$ cat src/rtl/event_prio_encoder_pkg.sv
// Shared types and helpers for the event priority encoder.
package encoder_pkg;

    localparam int unsigned MAX_N = 64;
    localparam int unsigned MAX_W = $clog2(MAX_N);

    typedef enum logic {
        PRIO_FIXED = 1'b0,
        PRIO_RR    = 1'b1
    } prio_mode_e;

    typedef enum logic {
        ST_IDLE    = 1'b0,
        ST_PRESENT = 1'b1
    } enc_state_e;

    // One-hot vector with bit idx set; zero when idx is outside 0..n-1.
    function automatic logic [MAX_N-1:0] onehot(input int unsigned idx, input int unsigned n);
        logic [MAX_N-1:0] v;
        v = '0;
        if (idx < n && idx < MAX_N) begin
            v[MAX_W'(idx)] = 1'b1;
        end
        return v;
    endfunction

endpackage

$ cat src/rtl/event_prio_encoder_pick.sv
// Combinational rotating-priority pick: first set bit of req scanning from base upward.
module prio_pick #(
    parameter int unsigned N = 8,
    parameter int unsigned W = $clog2(N)
) (
    input  logic [N-1:0] req,
    input  logic [W-1:0] base,
    output logic [W-1:0] idx,
    output logic         any,
    output logic         multi
);

    // Scan N positions starting at base, wrapping past N-1 back to 0.
    always_comb begin
        int unsigned k;
        idx   = '0;
        any   = 1'b0;
        k     = 0;
        for (int unsigned i = 0; i < N; i++) begin
            k = 32'(base) + i;
            if (k >= N) begin
                k = k - N;
            end
            if (!any && req[W'(k)]) begin
                idx = W'(k);
                any = 1'b1;
            end
        end
        multi = |(req & (req - N'(1)));
    end

endmodule

$ cat src/rtl/event_prio_encoder.sv
// Event funnel: captures event pulses into a pending register and grants them one
// at a time on a valid/ready output, fixed or round-robin priority.
module event_prio_encoder
    import encoder_pkg::*;
#(
    parameter int unsigned N    = 8,
    parameter int unsigned W    = $clog2(N),
    parameter prio_mode_e  MODE = PRIO_FIXED
) (
    input  logic         clk,
    input  logic         rst_n,
    input  logic [N-1:0] ev_i,
    input  logic [N-1:0] mask_i,
    input  logic         clr_i,
    output logic         out_valid,
    input  logic         out_ready,
    output logic [W-1:0] out_idx,
    output logic         out_multi,
    output logic [N-1:0] pending_o,
    output logic         overflow_o
);

    enc_state_e   state_q, state_d;
    logic         valid_q, valid_d;
    logic [W-1:0] idx_q, idx_d;
    logic         multi_q, multi_d;
    logic [N-1:0] pending_q, pending_d;
    logic         ovf_q, ovf_d;
    logic [W-1:0] ptr_q, ptr_d;

    logic         hs;
    logic [N-1:0] cur_oh, served, presented, elig;
    logic [W-1:0] ptr_eff, base;
    logic [W-1:0] pick_idx;
    logic         pick_any, pick_multi;

    // Handshake, eligible set and priority base for this cycle.
    always_comb begin
        hs        = valid_q && out_ready && !clr_i;
        cur_oh    = N'(onehot(32'(idx_q), N));
        served    = hs ? cur_oh : '0;
        presented = valid_q ? cur_oh : '0;
        elig      = pending_q & mask_i & ~presented;
        // A grant completing this cycle moves the RR origin past it immediately.
        ptr_eff   = hs ? idx_q : ptr_q;
        if (MODE == PRIO_RR) begin
            base = (ptr_eff == W'(N - 1)) ? '0 : W'(ptr_eff + W'(1));
        end else begin
            base = '0;
        end
    end

    prio_pick #(
        .N (N),
        .W (W)
    ) u_pick (
        .req   (elig),
        .base  (base),
        .idx   (pick_idx),
        .any   (pick_any),
        .multi (pick_multi)
    );

    // Next-state: pending capture, overflow, pointer and output FSM.
    always_comb begin
        state_d   = state_q;
        valid_d   = valid_q;
        idx_d     = idx_q;
        multi_d   = multi_q;
        pending_d = (pending_q & ~served) | ev_i;
        ovf_d     = ovf_q | (|(ev_i & pending_q & ~served));
        ptr_d     = hs ? idx_q : ptr_q;

        case (state_q)
            ST_IDLE: begin
                if (pick_any) begin
                    state_d = ST_PRESENT;
                    valid_d = 1'b1;
                    idx_d   = pick_idx;
                    multi_d = pick_multi;
                end
            end
            ST_PRESENT: begin
                if (hs) begin
                    if (pick_any) begin
                        idx_d   = pick_idx;
                        multi_d = pick_multi;
                    end else begin
                        state_d = ST_IDLE;
                        valid_d = 1'b0;
                    end
                end
            end
            default: begin
                state_d = ST_IDLE;
                valid_d = 1'b0;
            end
        endcase

        // Flush wins over any same-cycle event or handshake.
        if (clr_i) begin
            state_d   = ST_IDLE;
            valid_d   = 1'b0;
            idx_d     = '0;
            multi_d   = 1'b0;
            pending_d = '0;
            ovf_d     = 1'b0;
            ptr_d     = W'(N - 1);
        end
    end

    // State and output registers.
    always_ff @(posedge clk or negedge rst_n) begin
        if (!rst_n) begin
            state_q   <= ST_IDLE;
            valid_q   <= 1'b0;
            idx_q     <= '0;
            multi_q   <= 1'b0;
            pending_q <= '0;
            ovf_q     <= 1'b0;
            ptr_q     <= W'(N - 1);
        end else begin
            state_q   <= state_d;
            valid_q   <= valid_d;
            idx_q     <= idx_d;
            multi_q   <= multi_d;
            pending_q <= pending_d;
            ovf_q     <= ovf_d;
            ptr_q     <= ptr_d;
        end
    end

    assign out_valid  = valid_q;
    assign out_idx    = idx_q;
    assign out_multi  = multi_q;
    assign pending_o  = pending_q;
    assign overflow_o = ovf_q;

endmodule

$ cat config.mk
export PLATFORM = sky130hd
export DESIGN_NAME = event_prio_encoder
export DESIGN_NICKNAME = d
export VERILOG_FILES = /design/src/rtl/event_prio_encoder_pkg.sv /design/src/rtl/event_prio_encoder_pick.sv /design/src/rtl/event_prio_encoder.sv
export SDC_FILE = /design/constraint.sdc
export NUM_CORES = 1
export LEC_CHECK = 0
export CELL_PAD_IN_SITES_DETAIL_PLACEMENT = 0
export CELL_PAD_IN_SITES_GLOBAL_PLACEMENT = 1
export CORE_MARGIN = 3
export CORE_UTILIZATION = 36
export DETAILED_ROUTE_END_ITERATION = 12
export PLACE_DENSITY = 0.85
export SKIP_CTS_REPAIR_TIMING = 1
export SLEW_MARGIN = 30
export SYNTH_ARGS = -nofsm -noshare
export SYNTH_HDL_FRONTEND = slang
export SYNTH_SLANG_ARGS = --single-unit
$ cat constraint.sdc
create_clock -name clk -period 3.8 [get_ports clk]
set_input_delay 0.57 -clock clk [delete_from_list [all_inputs] [get_ports clk]]
set_output_delay 0.57 -clock clk [all_outputs]
set_load 0.005 [all_outputs]
* Word-level counts from Yosys, hierarchy flattened
Cells that the tools add are included.
** Word-level totals
- Word-level logic and storage cells :: 82
- Flip-flop bits (word level) :: 15
** Operators by class
- Equal/unequal tests :: 3
- $add $sub $neg :: 1
- Reductions and logical operators :: 21
- Bitwise logic cells :: 11
- Mux-type cells :: 38
- Magnitude comparators :: 2
** Operators with widths (number)
- $and 8x8->8 :: 6
- $mux 8 :: 3
- $mux 1 :: 21
- $mux 3 :: 7
- $not 8->8 :: 2
- $reduce_or 8->1 :: 2
- $logic_and 1x1->1 :: 10
- $logic_not 1->1 :: 8
- $or 8x8->8 :: 1
- $sub 8x1->8 const B :: 1
- $lt 3x7->1 const B :: 1
- $ne 3x3->1 const B :: 2
- $pmux 1 s2 :: 3
- $pmux 3 s2 :: 1
- $mux 2 :: 2
- $demux 1 s3 :: 1
- $ge 3x1->1 const B :: 1
- $ne 3x2->1 const B :: 1
- $reduce_and 3->1 :: 1
- $not 1->1 :: 1
- $or 1x1->1 :: 1

* Depth between registers and ports, before layout
- Word-level depth :: 33
- Depth in mapped cells :: 6

* Modules after synthesis
Synthesis repeated with hierarchy kept, for this count alone.
** Second synthesis, totals
- Cell total of the unflattened synthesis :: 212
- Area total of the unflattened synthesis :: 1840.5 um^2
** Modules (own cells, without submodules)
- prio_pick :: instances 1, area an instance 1024.7 um^2, seq. area each 0.0 um^2, cells each 115
- event_prio_encoder :: instances 1, area an instance 815.8 um^2, seq. area each 375.4 um^2, cells each 97

* Worst setup path before layout
No wires, ideal clock.
- Path type :: input to register
- From :: in clr_i
- To :: reg ovf_q, in the netlist overflow_o
- Cell stages on the path :: 6
- Data arrival time :: 1.592 ns
- Required time :: 3.658 ns
- Setup slack :: 2.067 ns
- Cell sequence :: clkbuf_1 > nand4b_1 > o311ai_1 > o2111ai_1 > nor3_1 > a41oi_1
** On the way
- Cells in the longest elaborated chain, start to end :: 8
** RTL lines
- start: declaration :: line event_prio_encoder.sv:14 : input logic clr_i,
- $logic_not 1->1 :: line event_prio_encoder.sv:39 : hs = valid_q && out_ready && !clr_i;
- $logic_and 1x1->1 :: line event_prio_encoder.sv:39
- $mux 8 :: line event_prio_encoder.sv:41 : served = hs ? cur_oh : '0;
- $not 8->8 :: line event_prio_encoder.sv:71 : ovf_d = ovf_q | (|(ev_i & pending_q & ~served));
- $and 8x8->8 :: line event_prio_encoder.sv:71
- $reduce_or 8->1 :: line event_prio_encoder.sv:71
- $or 1x1->1 :: line event_prio_encoder.sv:71
- $mux 1 * :: line event_prio_encoder.sv:101 : if (clr_i) begin
- net ovf_d :: line event_prio_encoder.sv:28 : logic ovf_q, ovf_d;
- end signal: assignment :: line event_prio_encoder.sv:128 : ovf_q <= ovf_d;
- end: declaration :: line event_prio_encoder.sv:28
Mark *: on every way through the listed nets, which the timed path passes. The rest lies on a longest branch.
A chain may end at the register's enable or synchronous reset.

* Final worst setup path
Same ends and word-level chain as after synthesis.

==> reports/results.ini <==
[critical_path]
path_cells=clkdlybuf4s50_1, nand4b_1, o311ai_1, o2111ai_1, nor3_1, a41oi_1
cp_top_family=buffers and inverters
critical_path_buf_inv_count=1
critical-path-max-stage-delay_ns=0.72
crit_arrival_ns=2.46
slowest_stage=clkdlybuf4s50_1
crit_path_start_kind=input port
required_ns=3.94
cp-end-kind=flip-flop
critPathMaxFanout=17
path_class=in -> reg

[cells_and_area]
drive_gt1_share_pct=13.1
syn_to_final_growth_pct=32.3
fillers=272
stdcell_count=184
layout.nets=174
antenna_cells=0

[synth]
synth_edf_count=0
yosys.area.top_type_share_pct=34.3
ys_warn_count=0
ys_types=49
async_flop_share_pct=100
ys_seq_elements=15
syn_area_mm2=0.00109
synth_most_common_cell=dfrtp_1
yosysSeqAreaShare_pct=34.3
yosysTopAreaCell=dfrtp_1
synth_flop_cell=dfrtp_1
syn_area_per_cell_um2=8.97
yosys-top-cells-area=dfrtp_1, a21oi_1, nand2_1, nor2_1, o21ai_0
synthesis.nets=142
synthCells=122
synth_common_cells=dfrtp_1, a21oi_1, nand2_1, nor2_1

[drt]
drt_pass1_iterations=4
drc=0
via_count=1081
highest_layer=met4
wl_met2_mm=1.36
drt-met1-wl_mm=1.43
vias_per_cell=5.88
ant_nets=0
drt_iter0_drc=46
wirelength_mm=2.97
route.met3.wl_um=127
drt-wirelength-per-cell_um=16.1

[global_routing]
antenna_found_initial=0
grt_pass1_vias=1080
grt_max_degree=18
grt_overflow_total=0
track_usage_pct=17.8
grt_pass1_wl_mm=4.94

[clock_tree]
numClockSinks=15
cts_buffers=3
cts.htree.levels=1
clock_path_buffers=2
root_buffer=clkbuf_4
cts_tree=yes
clkTransAtPathRegs_ns=0.09
clock_latency_ns=0.28

[floorplanning]
rows=19
die_area_mm2=0.00374
die_w_um=61.1
core_mm2=0.00283
initial_core_util_pct=38.7
die_y_um=61.1
num_io_pins=34

[sta]
drv_slew=0
setup_tns_ns=0
period_minus_slack_ns=2.32
period_share_pct=61.2
tightest_slew_ns=0.694
setup_ws_ns=1.48
fmax_mhz=430
rsz0062_at_grt=false
clock-skew-final_ns=0.000683
hold_violations=0
max_slew_margin_pct=53.6
hold_slack_ns=0.608
setup_violations=0

[pwr]
p_per_area_mw_per_mm2=310
cellLeakagePower_uw=0.000548
peakVddDrop_mv=0.156

[job]
max-cap-violations=0

[placed_design]
place_inst=180
globalplace.congestion=0.844
dpl.hpwl_mm=2.28
pre_cts_ws_ns=1.20
numPortBuffers=33

[run_status]
outcome=completed

[worst_hold_path]
hold_path_class=reg -> reg

per-stage QoR:
stage	area (um2)	utilization, %	power [uW]
final	1450	51.2	449
after floorplan	1090	-	291
after CTS	1450	51.2	453
after global routing	1450	51.2	480
after global placement	1420	50.3	357
after detailed placement	1420	50.3	357
logic make-up after synthesis:
kind of cell | after synthesis | synth area share (%)
AND/OR/NAND/NOR | 51 | 29.9
AO/OA/AOI/OAI | 42 | 28.0
flip-flops | 15 | 34.3
buffers and inverters | 12 | 5.83
adder cells (fa/ha/maj) | 2 | 1.94
layer usage:
| metal | GRT usage (%) | vias to the layer above |
|---|---|---|
| met5 | 0 | - |
| met4 | 6.81 | 0 |
| met3 | 3.98 | 6 |
| met2 | 26.6 | 31 |
| met1 | 25.0 | 518 |
| li1 | - | 526 |
placed cells by master (no fill, tap or decap), types with 2 or more instances in the layout:
| cell | Yosys | layout |
|---|---|---|
| a21oi_1 | 12 | 12 |
| a31oi_1 | 2 | 2 |
| and2_1 | 2 | 2 |
| clkbuf_4 | 0 | 3 |
| clkdlybuf4s50_1 | 0 | 33 |
| dfrtp_1 | 15 | 15 |
| inv_1 | 6 | 6 |
| nand2_1 | 11 | 11 |
| nand2b_1 | 2 | 2 |
| nand3_1 | 3 | 3 |
| nand4b_1 | 3 | 3 |
| nor2_1 | 10 | 10 |
| nor3_1 | 3 | 3 |
| o211ai_1 | 3 | 3 |
| o21ai_0 | 6 | 6 |
| o21ai_1 | 2 | 2 |
| or2_2 | 4 | 4 |
| or3_1 | 2 | 2 |
final cells by class:
type	instances	area, um2	area share, %
clock buffer	4	26.3	1.81
inverter	6	22.5	1.55
multi-input combinational	95	656	45.3
sequential	15	375	25.9
tap	31	38.8	2.68
timing repair buffer	33	330	22.8
registers in the layout (all words and copies together) (netlist names):
name and count:
state_q 1, overflow_o 1, out_valid 1, out_multi 1
out_idx 3, pending_o 8
final timing paths:
kind,startpoint,endpoint,slack (ns),cells after the start
setup / recovery,clr_i,overflow_o,1.48,6
hold / removal,pending_o[1],pending_o[1],0.61,2
setup reg to reg,out_idx[0],out_multi,1.83,5
hold reg to reg,pending_o[1],pending_o[1],0.61,2
max in group asynchronous,rst_n,pending_o[0],2.67,1
min in group asynchronous,rst_n,out_idx[0],0.70,1
power by group:
| part | leakage, uW | switching (uW) | total (uW) | internal, uW |
|---|---|---|---|---|
| clock | 0.0000150 | 52.8 | 93.6 | 40.8 |
| sequential | 0.000189 | 32.9 | 207 | 174 |
| combinational | 0.000343 | 63.0 | 148 | 84.8 |
| total | 0.000548 | 149 | 449 | 300 |
worst reg2reg max path, cell delays in order (launching register included):
cell and delay [ns]:
dfrtp_1 0.60, nor4bb_1 0.51, o22ai_1 0.17, nor3_1 0.22, maj3_2 0.24, a311oi_2 0.09
No activity file was read; power rests on OpenSTA's default activity.
